==> config.mk <==
export PLATFORM = sky130hd
export DESIGN_NAME = if_fetch
export DESIGN_NICKNAME = d
export VERILOG_FILES = /design/src/rtl/if_fetch_pkg.sv /design/src/rtl/if_resp_buf.sv /design/src/rtl/if_fetch.sv
export SDC_FILE = /design/constraint.sdc
export NUM_CORES = 1
export LEC_CHECK = 0
export BUFFER_PORTS_ARGS = -buffer_cell sky130_fd_sc_hd__buf_4
export CAP_MARGIN = 20
export CORE_UTILIZATION = 45
export DETAILED_ROUTE_END_ITERATION = 10
export PLACE_DENSITY = 0.68
export REMOVE_ABC_BUFFERS = 1
export SLEW_MARGIN = 10
export SYNTH_ARGS = -nofsm -noshare
export SYNTH_HDL_FRONTEND = slang
export SYNTH_SLANG_ARGS = --single-unit
==> constraint.sdc <==
create_clock -name clk -period 2 [get_ports clk]
set_input_delay 0 -clock clk [delete_from_list [all_inputs] [get_ports clk]]
set_output_delay 0 -clock clk [all_outputs]
set_load 0.005 [all_outputs]
==> src/rtl/if_fetch_pkg.sv <==
// Shared definitions for the instruction-fetch stage: FSM encodings and
// fetch-related constants.
package if_fetch_pkg;

    typedef enum logic [2:0] {
        IF_IDLE = 3'd0,
        IF_REQ  = 3'd1,
        IF_WAIT = 3'd2,
        IF_DROP = 3'd3,
        IF_HOLD = 3'd4
    } if_state_e;

    localparam logic [31:0] NOP_INST     = 32'h00000013;
    localparam logic [31:0] ZERO_WORD    = 32'h00000000;
    localparam logic        CHIP_ENABLE  = 1'b1;
    localparam logic        CHIP_DISABLE = 1'b0;

    function automatic logic word_misaligned(input logic [1:0] lsb);
        return lsb != 2'b00;
    endfunction

endpackage

==> src/rtl/if_resp_buf.sv <==
// One-entry pending buffer holding a fetch response while the IF/ID slot is stalled.
module if_resp_buf #(
    parameter int ADDR_W = 32,
    parameter int INST_W = 32
) (
    input  logic              clk,
    input  logic              rst_n,
    input  logic              load,
    input  logic              clear,
    input  logic [ADDR_W-1:0] load_pc,
    input  logic [INST_W-1:0] load_data,
    output logic              valid,
    output logic [ADDR_W-1:0] buf_pc,
    output logic [INST_W-1:0] buf_data
);

    // Clear wins over load so a flush can never leave a stale entry behind.
    always_ff @(posedge clk or negedge rst_n) begin
        if (!rst_n) begin
            valid    <= 1'b0;
            buf_pc   <= '0;
            buf_data <= '0;
        end else if (clear) begin
            valid <= 1'b0;
        end else if (load) begin
            valid    <= 1'b1;
            buf_pc   <= load_pc;
            buf_data <= load_data;
        end
    end

endmodule

==> src/rtl/if_fetch.sv <==
// Instruction-fetch stage: PC capture, req/gnt/rvalid fetch, IF/ID register.
// Optional misaligned-PC marker enabled by defining IF_MISALIGN_CHK_EN.
module if_fetch
    import if_fetch_pkg::*;
#(
    parameter int ADDR_W = 32,
    parameter int INST_W = 32
) (
    input  logic              clk,
    input  logic              rst_n,
    input  logic [ADDR_W-1:0] pc_i,
    input  logic              ce_i,
    output logic              pc_hold_o,
    output logic              mem_req_o,
    output logic [ADDR_W-1:0] mem_addr_o,
    input  logic              mem_gnt_i,
    input  logic              mem_rvalid_i,
    input  logic [INST_W-1:0] mem_rdata_i,
    input  logic              id_stall_i,
    input  logic              flush_i,
    output logic              id_valid_o,
    output logic [ADDR_W-1:0] id_pc_o,
    output logic [INST_W-1:0] id_inst_o,
`ifdef IF_MISALIGN_CHK_EN
    output logic              misalign_o,
`endif
    output logic [2:0]        state_dbg
);

    // Handshakes: a request transfers on a cycle with mem_req_o && mem_gnt_i;
    // a response transfers on any cycle with mem_rvalid_i (never back-pressured);
    // IF/ID transfers to decode on any cycle with id_valid_o && !id_stall_i.

    if_state_e         state, state_nxt;
    logic [ADDR_W-1:0] addr_q;
    logic              slot_free, misalign_pc;
    logic              capture, id_load_mem, id_load_buf, id_load_nop, id_clear;
    logic              buf_load, buf_clear, buf_valid;
    logic [ADDR_W-1:0] buf_pc;
    logic [INST_W-1:0] buf_data;

`ifdef IF_MISALIGN_CHK_EN
    assign misalign_pc = word_misaligned(pc_i[1:0]);
`else
    assign misalign_pc = 1'b0;
`endif

    assign slot_free  = !id_valid_o || !id_stall_i;
    assign mem_req_o  = (state == IF_REQ);
    assign mem_addr_o = {addr_q[ADDR_W-1:2], 2'b00};
    assign pc_hold_o  = (state != IF_IDLE) || (id_valid_o && id_stall_i);
    assign state_dbg  = state;

    always_ff @(posedge clk or negedge rst_n) begin
        if (!rst_n) state <= IF_IDLE;
        else        state <= state_nxt;
    end

    always_comb begin
        state_nxt   = state;
        capture     = 1'b0;
        id_load_mem = 1'b0;
        id_load_buf = 1'b0;
        id_load_nop = 1'b0;
        id_clear    = 1'b0;
        buf_load    = 1'b0;
        buf_clear   = 1'b0;
        if (flush_i) begin
            id_clear  = 1'b1;
            buf_clear = 1'b1;
            case (state)
                IF_REQ:  state_nxt = mem_gnt_i ? IF_DROP : IF_IDLE;
                IF_WAIT: state_nxt = mem_rvalid_i ? IF_IDLE : IF_DROP;
                // The outstanding response is still consumed so DROP cannot wedge.
                IF_DROP: state_nxt = mem_rvalid_i ? IF_IDLE : IF_DROP;
                default: state_nxt = IF_IDLE;
            endcase
        end else begin
            case (state)
                IF_IDLE: begin
                    if (ce_i == CHIP_ENABLE && slot_free) begin
                        if (misalign_pc) begin
                            id_load_nop = 1'b1;
                        end else begin
                            capture   = 1'b1;
                            state_nxt = IF_REQ;
                        end
                    end else if (slot_free) begin
                        id_clear = 1'b1;
                    end
                end
                IF_REQ: if (mem_gnt_i) state_nxt = IF_WAIT;
                IF_WAIT: begin
                    if (mem_rvalid_i) begin
                        if (slot_free) begin
                            id_load_mem = 1'b1;
                            state_nxt   = IF_IDLE;
                        end else begin
                            buf_load  = 1'b1;
                            state_nxt = IF_HOLD;
                        end
                    end
                end
                IF_HOLD: begin
                    if (slot_free && buf_valid) begin
                        id_load_buf = 1'b1;
                        buf_clear   = 1'b1;
                        state_nxt   = IF_IDLE;
                    end
                end
                IF_DROP: if (mem_rvalid_i) state_nxt = IF_IDLE;
                default: state_nxt = IF_IDLE;
            endcase
        end
    end

    always_ff @(posedge clk or negedge rst_n) begin
        if (!rst_n)       addr_q <= '0;
        else if (capture) addr_q <= pc_i;
    end

    always_ff @(posedge clk or negedge rst_n) begin
        if (!rst_n) begin
            id_valid_o <= 1'b0;
            id_pc_o    <= '0;
            id_inst_o  <= '0;
        end else if (id_clear) begin
            id_valid_o <= 1'b0;
        end else if (id_load_mem) begin
            id_valid_o <= 1'b1;
            id_pc_o    <= addr_q;
            id_inst_o  <= mem_rdata_i;
        end else if (id_load_buf) begin
            id_valid_o <= 1'b1;
            id_pc_o    <= buf_pc;
            id_inst_o  <= buf_data;
        end else if (id_load_nop) begin
            id_valid_o <= 1'b1;
            id_pc_o    <= pc_i;
            id_inst_o  <= INST_W'(NOP_INST);
        end
    end

`ifdef IF_MISALIGN_CHK_EN
    always_ff @(posedge clk or negedge rst_n) begin
        if (!rst_n)                          misalign_o <= 1'b0;
        else if (id_clear)                   misalign_o <= 1'b0;
        else if (id_load_mem || id_load_buf) misalign_o <= 1'b0;
        else if (id_load_nop)                misalign_o <= 1'b1;
    end
`endif

    if_resp_buf #(
        .ADDR_W (ADDR_W),
        .INST_W (INST_W)
    ) u_resp_buf (
        .clk       (clk),
        .rst_n     (rst_n),
        .load      (buf_load),
        .clear     (buf_clear),
        .load_pc   (addr_q),
        .load_data (mem_rdata_i),
        .valid     (buf_valid),
        .buf_pc    (buf_pc),
        .buf_data  (buf_data)
    );

endmodule
Yosys cells after proc, flatten, opt, wreduce, memory -nomap -nowiden
Cells that the tools add are included.

Flip-flop bits (word level): 165. Output and inout bits: 102.

Reduce and logical (&&, ||, !) cells: 16. Bitwise logic cells: 2. Equality and inequality tests: 9. Multiplexer cells: 38.

Operator list (count): 2-to-1 mux 32 bit (4); 2-to-1 mux 1 bit (23); 2-to-1 mux 3 bit (7); case mux 3 bit (5 select lines) (1); inequality test 3 bit, second input constant (4); equality test 3 x 2 -> 1 bit, second input constant (2); nonzero test 3 bit (2); AND reduction 5 bit (1); 2-to-1 mux 2 bit (2); case mux 2 bit (2 select lines) (1); AND reduction 2 bit (2); nonzero test 2 bit (2); equality test 3 x 1 -> 1 bit, second input constant (1); equality test 3 bit, second input constant (1); logical AND 1 bit (3); logical NOT 3 bit (1); inequality test 3 x 1 -> 1 bit, second input constant (1); logical NOT 1 bit (2); logical OR 1 bit (2); inverter 1 bit (2); OR reduction 2 bit (1).

Logic depth before layout (Yosys ltp)
Gate-level depths: netlist of run 1.

Word-level depth: 9. Mapped depth: 7. Depth with buffers taken out: 4.

Cells and area by module
Synthesis of run 1 repeated with hierarchy kept, for this count alone.

Cell total of the unflattened synthesis: 477. Area total of the unflattened synthesis: 7683.6 sq um.

Modules (own cells, without submodules): if_fetch (cells each 338, sequential area each 2502.4 sq um, area each 4949.7 sq um, times used 1); if_resp_buf (cells each 139, sequential area each 1626.6 sq um, area each 2733.9 sq um, times used 1).

Least setup slack after synthesis of run 1
OpenSTA, ideal clock, no wires.

Path type: reg2reg. From: reg state[1] (netlist: state_dbg[1]). To: reg id_inst_o[13]. Arrival: 1.731 ns. Path slack: 0.144 ns. Cell stages (with the launch flop): 8. Clock period less this slack: 1.856 ns. Required time: 1.875 ns. Path through: dfrtp_1 > clkbuf_2 > a211oi_2 > nand3_1 > a21boi_1 > buf_4 > buf_6 > mux2_4.

Word-level cells in the longest chain between the ends: 5.

RTL lines: from (decl) (line if_fetch.sv:34) `if_state_e state, state_nxt;`; from (signal assigned) (line if_fetch.sv:56) `else state <= state_nxt;`; equality test 3 x 2 -> 1 bit (tied with other cells) (line if_fetch.sv:79) `case (state)`; 2-to-1 mux 1 bit (line if_fetch.sv:79); 2-to-1 mux 1 bit (line if_fetch.sv:68) `if (flush_i) begin`; nonzero test 2 bit (no line) or inverter 1 bit (tied branches); AND reduction 2 bit (no line); to (signal assigned) (line if_fetch.sv:132) `id_inst_o <= mem_rdata_i;`; to (signal assigned) (line if_fetch.sv:136) `id_inst_o <= buf_data;`; to (signal assigned) (line if_fetch.sv:140) `id_inst_o <= INST_W'(NOP_INST);`; to (decl) (line if_fetch.sv:23) `output logic [INST_W-1:0] id_inst_o,`.

Parallel ways exist; a longest one is shown, timed or not. A chain may end at the register's enable or synchronous reset.

Final worst setup path of run 1
From: reg state[2] (netlist: state_dbg[2]). To: reg id_pc_o[30].

Word-level cells in the longest chain between the ends: 5.

RTL lines: equality test 3 x 2 -> 1 bit (tied with other cells) (line if_fetch.sv:79); 2-to-1 mux 1 bit (line if_fetch.sv:79); 2-to-1 mux 1 bit (line if_fetch.sv:68); nonzero test 2 bit (no line) or inverter 1 bit (tied branches); AND reduction 2 bit (no line); to (signal assigned) (line if_fetch.sv:131) `id_pc_o <= addr_q;`; to (signal assigned) (line if_fetch.sv:135) `id_pc_o <= buf_pc;`; to (signal assigned) (line if_fetch.sv:139) `id_pc_o <= pc_i;`; to (decl) (line if_fetch.sv:22) `output logic [ADDR_W-1:0] id_pc_o,`.

Parallel ways exist; a longest one is shown, timed or not.

==> impl_summary.log, run 1 <==
INFO  metric outcome = finished, final reports clean
INFO  metric stdcell_area = 10400 um2
INFO  metric postLayoutSetupSlackWorst = 0.0539 ns
INFO  metric grt_setup_unrepaired = true
INFO  metric cts.root.buffer_cell = sky130_fd_sc_hd__clkbuf_16
INFO  metric die_area = 17600 um2
INFO  metric n_fill_cell = 1215
INFO  metric numCtsBuffers = 17
INFO  metric synth-warning-count = 0
INFO  metric wire_length_of_the_first_global_routing_pass = 25500 um
INFO  metric synth.yosys.seq_area_share = 53.8%
INFO  metric final.setup_skew = 0.0101 ns
INFO  metric max-cap-violations = 0
INFO  metric drc_errors = 0
INFO  metric multi_input_logic_area = 3120 um2
INFO  metric ctsHtreeMaxLevel = 4
INFO  metric critical_path_class = reg2reg
INFO  metric grt_pass1_vias = 5004
INFO  metric clk_transition_reported_paths = 0.06 ns
INFO  metric detailedRoute.firstIterationViolations = 112
INFO  metric crit-reg2reg-capture = id_pc_o[30]
INFO  metric ys_seq_elements = 165
INFO  metric ir_drop = 0.569 mV
INFO  metric crit_path_end_kind = register
INFO  metric cp.arrival = 2.25 ns
INFO  metric dp.final_hpwl = 10000 um
INFO  metric pwr_total = 0.0102 W
INFO  metric ys_types = 27
INFO  metric syn_area_per_cell = 16.0 um2
INFO  metric synth-simple-area-share = 1.35%
INFO  metric critPathMaxFanout = 31
INFO  metric detailed_place.area = 9080 um2
INFO  metric grt_antenna_before_repair = 0
INFO  metric drt-pass1-iter-count = 4
INFO  metric reg2reg_from = state_dbg[2]
INFO  metric post_synth_instance_area = 7680 um2
INFO  metric hold_path_startpoint = ce_i
INFO  metric maxSlewViolCount = 0
INFO  metric grt_util_met2 = 30.6%
INFO  metric floorplan.io_pins = 173
INFO  metric synth-compound-area-share = 0.994%
INFO  metric insertion_delay = 0.42 ns
INFO  metric finalSetupViolations = 0
INFO  metric synth_xor_xnor_area_share = 0%
INFO  metric postSynthCellCount = 479
INFO  metric yosys_most_used_dff = sky130_fd_sc_hd__dfrtp_1
INFO  metric holdPathStages = 4
INFO  metric reg2reg_setup_slack = 0.05 ns
INFO  metric fmaxAchievable = 514 MHz
INFO  metric die-height = 133 um
INFO  metric antenna_left = 0
INFO  metric ys_async_sr_fraction = 100%
INFO  metric most_frequent_cells_in_the_layout = sky130_fd_sc_hd__buf_4 (181), sky130_fd_sc_hd__dfrtp_1 (164), sky130_fd_sc_hd__mux2_2 (124)
INFO  metric hold_path_class = in2reg
INFO  metric layout_commonest_cell = sky130_fd_sc_hd__buf_4
INFO  metric rows = 47
INFO  metric leakage_power = 5.45 nW
INFO  metric clock_sink_count = 165
INFO  metric drt_wl_total = 15500 um
INFO  metric final_period_minus_worst_setup_slack = 1.95 ns
INFO  metric core_region_area = 16600 um2
INFO  metric synth_edf_count = 0
INFO  metric power_switching = 0.00268 W
INFO  metric design.final.nets = 775
INFO  metric avgRoutedWirePerCell = 16.5 um
INFO  metric globalRouteTotalUtil = 18.6%
INFO  metric final_hold_violation_count = 0
INFO  metric ff_latch_area = 4130 um2
INFO  metric critPathRequiredTime = 2.30 ns
INFO  metric tritoncts = yes
INFO  metric power-per-cell-area = 978 nW/um2
INFO  metric synth_top_family_by_area = multiplexers
INFO  metric maximum_count_of_clock_buffers_along_a_single_path = 2
INFO  metric globalplace.congestion = 0.841
INFO  metric gr-usage-met3 = 5.56%
INFO  metric met1_grt_util = 23.3%
INFO  metric num_antenna_cells = 0
INFO  metric worst_setup_path_start_kind = register
INFO  metric post_route_cells_drive_above_1_share = 64.0%
INFO  metric holdWs = 0.0281 ns
INFO  metric area_delta_synth_final = 36.0%
INFO  metric ff2ff_path_depth = 7
INFO  metric post-place-ws = -0.0983 ns
INFO  metric initial_utilization = 46.1%
INFO  metric pin_count_of_the_biggest_net_entering_global_routing = 53
INFO  metric dieWidth = 133 um
INFO  metric synth.area.mux_share = 37.9%
INFO  metric grt_overflow_total = 0
INFO  metric io_buffers = 170
INFO  metric part_of_the_total_power_dissipated_in_combinational_logic = 24.0%
INFO  metric holdPathEnd = state_dbg[0]
INFO  metric power_report.internal_total = 0.00753 W
INFO  metric grt-busiest-layer = met2
INFO  metric switching_share = 26.2%
INFO  metric finalCritPeriodShare = 97.3%
INFO  metric vias_per_cell = 4.88
INFO  metric via_count = 4570
INFO  metric power_frac_seq = 42.9%
INFO  metric power.share.clock = 33.1%
INFO  metric synthAdderAreaFrac = 0%
==> cell families after synthesis <==
group                  count (synthesis)
multiplexers                         225
flip-flops                           165
buffers and inverters                 60
AND/OR/NAND/NOR                       17
AO/OA/AOI/OAI                         11
other                                  1
==> registers in the layout, indices dropped and copies added, names as in the netlist <==
| signal | flops |
|---|---|
| u_resp_buf.buf_data | 32 |
| id_inst_o | 32 |
| addr_q | 32 |
| u_resp_buf.buf_pc | 32 |
| id_valid_o | 1 |
| state_dbg | 3 |
| u_resp_buf.valid | 1 |
| id_pc_o | 32 |
==> power by group through the flow <==
stage	sequential [W]	clock (W)	combinational [W]
5_1_grt	0.00446	0.00361	0.00263
4_1_cts	0.00438	0.00346	0.00245
3_3_place_gp	0.00439	0	0.00228
3_5_place_dp	0.00444	0	0.00233
6_report	0.00438	0.00338	0.00245
2_1_floorplan	0.00436	0	0.00116
==> synthesized netlist by cell type (2+ instances only) <==
master                     count  share of area [%]
sky130_fd_sc_hd__mux2_2      124                 18
sky130_fd_sc_hd__clkbuf_1      2              0.098
sky130_fd_sc_hd__nand3_1       2               0.13
sky130_fd_sc_hd__nand4_1       2               0.16
sky130_fd_sc_hd__inv_1         2              0.098
sky130_fd_sc_hd__nand2b_1      3               0.24
sky130_fd_sc_hd__nand2_1       3               0.15
sky130_fd_sc_hd__dfrtp_1     165                 54
sky130_fd_sc_hd__a21oi_1       5               0.33
sky130_fd_sc_hd__mux2_4      100                 20
sky130_fd_sc_hd__nor2_1        3               0.15
sky130_fd_sc_hd__buf_4        33                3.2
sky130_fd_sc_hd__buf_2         9               0.59
sky130_fd_sc_hd__buf_6        13                1.9
==> per-layer routing <==
layer	wire length [um]	part of all wire, %	vias to the layer above
li1	-	-	2122
met1	6880	44	2306
met4	214	1.4	0
met5	0	0	-
met2	7630	49	125
met3	751	4.9	17
==> worst max-delay path, stage by stage (launching register included) <==
cell and delay (ns):
sky130_fd_sc_hd__dfrtp_1 0.41, sky130_fd_sc_hd__nor3_4 0.21, sky130_fd_sc_hd__nand4_1 0.14, sky130_fd_sc_hd__buf_6 0.15, sky130_fd_sc_hd__buf_12 0.12, sky130_fd_sc_hd__buf_12 0.17, sky130_fd_sc_hd__mux2_4 0.32, sky130_fd_sc_hd__mux2_2 0.26
==> repair_timing <==
action	4_1_cts	5_1_grt
buffers inserted	1	1
gates cloned	0	1
endpoints found under the hold margin	257	0
resized for setup	1	4
endpoints found under the setup margin	55	14
pin swaps	1	2
hold buffers	68	0
==> area by class of cell <==
| type | instances | share of cell area [%] |
|---|---|---|
| well taps | 220 | 2.64 |
| flip-flops and latches | 165 | 39.5 |
| repair buffers | 263 | 22.0 |
| inverters | 2 | 0.0719 |
| clock buffers | 18 | 4.21 |
| clock inverters | 14 | 1.65 |
| multi-input cells | 255 | 29.9 |
==> stage by stage <==
step                std cells  setup TNS [ns]  utilization (%)
finish                    937               0             62.8
global route              937          -0.178             62.8
CTS                       935               0             62.4
detailed placement        834           -3.10             54.6
global placement          834               0             54.6
floorplan                 422         -606.40                -
==> worst max path at each step <==
stage               depth (start not counted)  slack, ns             to    startpoint
floorplan                                   4      -7.69   id_inst_o[0]  state_dbg[2]
global placement                            6       0.02  id_inst_o[11]  state_dbg[2]
detailed placement                          6       -0.1  id_inst_o[29]  state_dbg[2]
CTS                                         6       0.02    id_pc_o[30]  state_dbg[2]
global route                                6      -0.03    id_pc_o[30]  state_dbg[2]
finish                                      7       0.05    id_pc_o[30]  state_dbg[2]
Note: power is estimated with default switching activity, not from simulation.
==> inputs of run 2 (changes only) <==
--- a/config.mk
+++ b/config.mk
@@ -7,7 +7,10 @@
 export LEC_CHECK = 0
 export BUFFER_PORTS_ARGS = -buffer_cell sky130_fd_sc_hd__buf_4
 export CAP_MARGIN = 20
+export CORE_MARGIN = 8
 export CORE_UTILIZATION = 45
+export CTS_BUF_LIST = sky130_fd_sc_hd__clkbuf_8
+export CTS_CLUSTER_DIAMETER = 200
 export DETAILED_ROUTE_END_ITERATION = 10
 export PLACE_DENSITY = 0.68
 export REMOVE_ABC_BUFFERS = 1
==> run 2 against run 1 <==
  * Sequential power about the same
  * Power decreased by 6.7%
  * Routed wire length increased by 6.8%
  * Cell area decreased by 1.3%
  * Clock skew decreased by 0.0011 ns
  * Clock power decreased by 20%
  * Worst hold slack improved by 0.027 ns
  * Critical path depth unchanged
  * Die area increased by 22%
  * Sequential share of layout area increased by 0.52 points
  * Maximum frequency increased by 0.59%
  * Largest power group unchanged
==> impl_summary.log, run 2 (same netlist as run 1, synthesis figures left out) <==
INFO  metric wire_length_of_the_first_global_routing_pass = 27200 um
INFO  metric power_frac_seq = 46.0%
INFO  metric tritoncts = yes
INFO  metric most_frequent_cells_in_the_layout = sky130_fd_sc_hd__buf_4 (179), sky130_fd_sc_hd__dfrtp_1 (165), sky130_fd_sc_hd__mux2_2 (124)
INFO  metric ff2ff_path_depth = 7
INFO  metric pwr_total = 0.00953 W
INFO  metric insertion_delay = 0.44 ns
INFO  metric rows = 47
INFO  metric power-per-cell-area = 924 nW/um2
INFO  metric power_report.internal_total = 0.00699 W
INFO  metric switching_share = 26.7%
INFO  metric holdPathEnd = state_dbg[2]
INFO  metric die-height = 147 um
INFO  metric holdPathStages = 4
INFO  metric detailedRoute.firstIterationViolations = 116
INFO  metric gr-usage-met3 = 5.62%
INFO  metric numPlacedInstances = 831
INFO  metric maxSlewViolCount = 0
INFO  metric power.share.clock = 28.4%
INFO  metric final_hold_violation_count = 0
INFO  metric max_slew_margin = 60.0%
INFO  metric numCtsBuffers = 17
INFO  metric outcome = finished, final reports clean
INFO  metric post-place-ws = -0.0127 ns
INFO  metric layout.cells.non_filler = 937
INFO  metric grt-busiest-layer = met2
INFO  metric layout_commonest_cell = sky130_fd_sc_hd__buf_4
INFO  metric fmaxAchievable = 517 MHz
INFO  metric floorplan.io_pins = 173
INFO  metric cp.arrival = 2.26 ns
INFO  metric area_delta_synth_final = 34.2%
INFO  metric dp.final_hpwl = 11000 um
INFO  metric avgRoutedWirePerCell = 17.6 um
INFO  metric drt-pass1-iter-count = 4
INFO  metric cts.root.buffer_cell = sky130_fd_sc_hd__clkbuf_8
INFO  metric maximum_count_of_clock_buffers_along_a_single_path = 2
INFO  metric crit-reg2reg-capture = id_pc_o[9]
INFO  metric reg2reg_from = state_dbg[2]
INFO  metric n_fill_cell = 1217
INFO  metric finalSetupViolations = 0
INFO  metric vias_per_cell = 4.96
INFO  metric critPathMaxFanout = 29
INFO  metric holdWs = 0.0549 ns
INFO  metric clk_transition_reported_paths = 0.08 ns
INFO  metric grt_antenna_before_repair = 0
INFO  metric die_area = 21500 um2
INFO  metric finalCritPeriodShare = 96.7%
INFO  metric initial_utilization = 46.1%
INFO  metric io_buffers = 170
INFO  metric dieWidth = 147 um
INFO  metric critical_path_class = reg2reg
INFO  metric via_count = 4649
INFO  metric leakage_power = 5.39 nW
INFO  metric crit_path_end_kind = register
INFO  metric pin_count_of_the_biggest_net_entering_global_routing = 60
INFO  metric max-cap-violations = 0
INFO  metric ir_drop = 0.615 mV
INFO  metric globalplace.congestion = 0.824
INFO  metric clock_sink_count = 165
INFO  metric part_of_the_total_power_dissipated_in_combinational_logic = 25.6%
INFO  metric globalRouteTotalUtil = 15.6%
INFO  metric antenna_left = 0
INFO  metric post_route_cells_drive_above_1_share = 63.5%
INFO  metric met1_grt_util = 18.2%
INFO  metric power_switching = 0.00254 W
INFO  metric design.final.nets = 775
INFO  metric timing_worst_slew_pin_value = 0.600 ns
INFO  metric num_antenna_cells = 0
INFO  metric grt_util_met2 = 26.0%
INFO  metric final_core_utilization = 61.9%
INFO  metric grt_overflow_total = 0
INFO  metric final_period_minus_worst_setup_slack = 1.93 ns
INFO  metric hold_path_startpoint = flush_i
INFO  metric grt_pass1_vias = 5191
INFO  metric drc_errors = 0
INFO  metric final.setup_skew = 0.00902 ns
INFO  metric worst_setup_path_start_kind = register
INFO  metric reg2reg_setup_slack = 0.07 ns
INFO  metric postLayoutSetupSlackWorst = 0.0654 ns
INFO  metric hold_path_class = in2reg
INFO  metric core_region_area = 16600 um2
INFO  metric ctsHtreeMaxLevel = 4
INFO  metric drt_wl_total = 16500 um
INFO  metric critPathRequiredTime = 2.32 ns
-- run 2: changes by cell type in the layout (fill, tap and decap cells not counted), sizes merged --
cell,delta
inv,-1
clkinvlp,-2
clkinv,-3
dlygate4sd3,+1
buf,-2
clkbuf,+7
-- run 2: worst max-delay path: stages (launching register included) --
cell                      delay [ns]
sky130_fd_sc_hd__dfrtp_1        0.42
sky130_fd_sc_hd__nor3_4         0.21
sky130_fd_sc_hd__nand4_1        0.11
sky130_fd_sc_hd__buf_4          0.17
sky130_fd_sc_hd__buf_6          0.13
sky130_fd_sc_hd__buf_12         0.17
sky130_fd_sc_hd__mux2_4         0.32
sky130_fd_sc_hd__mux2_4         0.25
-- run 2: repair_timing --
item	4_1_cts	5_1_grt
endpoints found under the hold margin	266	0
buffers inserted	0	3
pin swaps	1	3
hold buffers	69	0
gates cloned	0	2
gates resized for setup	0	2
setup endpoints to repair	19	64
-- run 2: power groups by stage --
stage                     combinational, W  clock [W]  sequential [W]
final                              0.00244    0.00271         0.00438
after global routing               0.00264    0.00295         0.00448
after CTS                          0.00244    0.00282         0.00438
after detailed placement           0.00233          0         0.00445
after global placement             0.00227          0         0.00441
after floorplan                    0.00116          0         0.00436
-- run 2: final cells by class --
class	count	area (um2)	area share, %
flip-flops and latches	165	4130	40.1
clock inverters	8	134	1.30
inverters	2	7.51	0.0728
well taps	220	275	2.67
multi-input cells	255	3110	30.2
repair buffers	263	2320	22.5
clock buffers	24	330	3.21
-- run 2: worst max path at each step --
stage,from,endpoint,slack (ns),cells after the start
floorplan,state_dbg[2],id_inst_o[0],-7.69,4
global placement,state_dbg[2],id_pc_o[30],0.1,6
detailed placement,state_dbg[2],id_pc_o[27],-0.01,6
CTS,state_dbg[2],id_inst_o[13],-0.01,6
global route,state_dbg[1],id_inst_o[5],-0.01,7
finish,state_dbg[2],id_pc_o[9],0.07,7
-- run 2: metrics by stage --
step / area (um2) / TNS, ns
detailed placement: 9060 / -0.0247
global placement: 9060 / 0
CTS: 10200 / -0.0321
finish: 10300 / 0
global route: 10300 / -0.0289
floorplan: 7230 / -606.40
-- run 2: routing by layer --
layer / vias to the layer above / part of all wire, %
met1: 2384 / 42
met5: - / 0
li1: 2123 / -
met4: 0 / 1.2
met2: 125 / 50
met3: 17 / 6.4
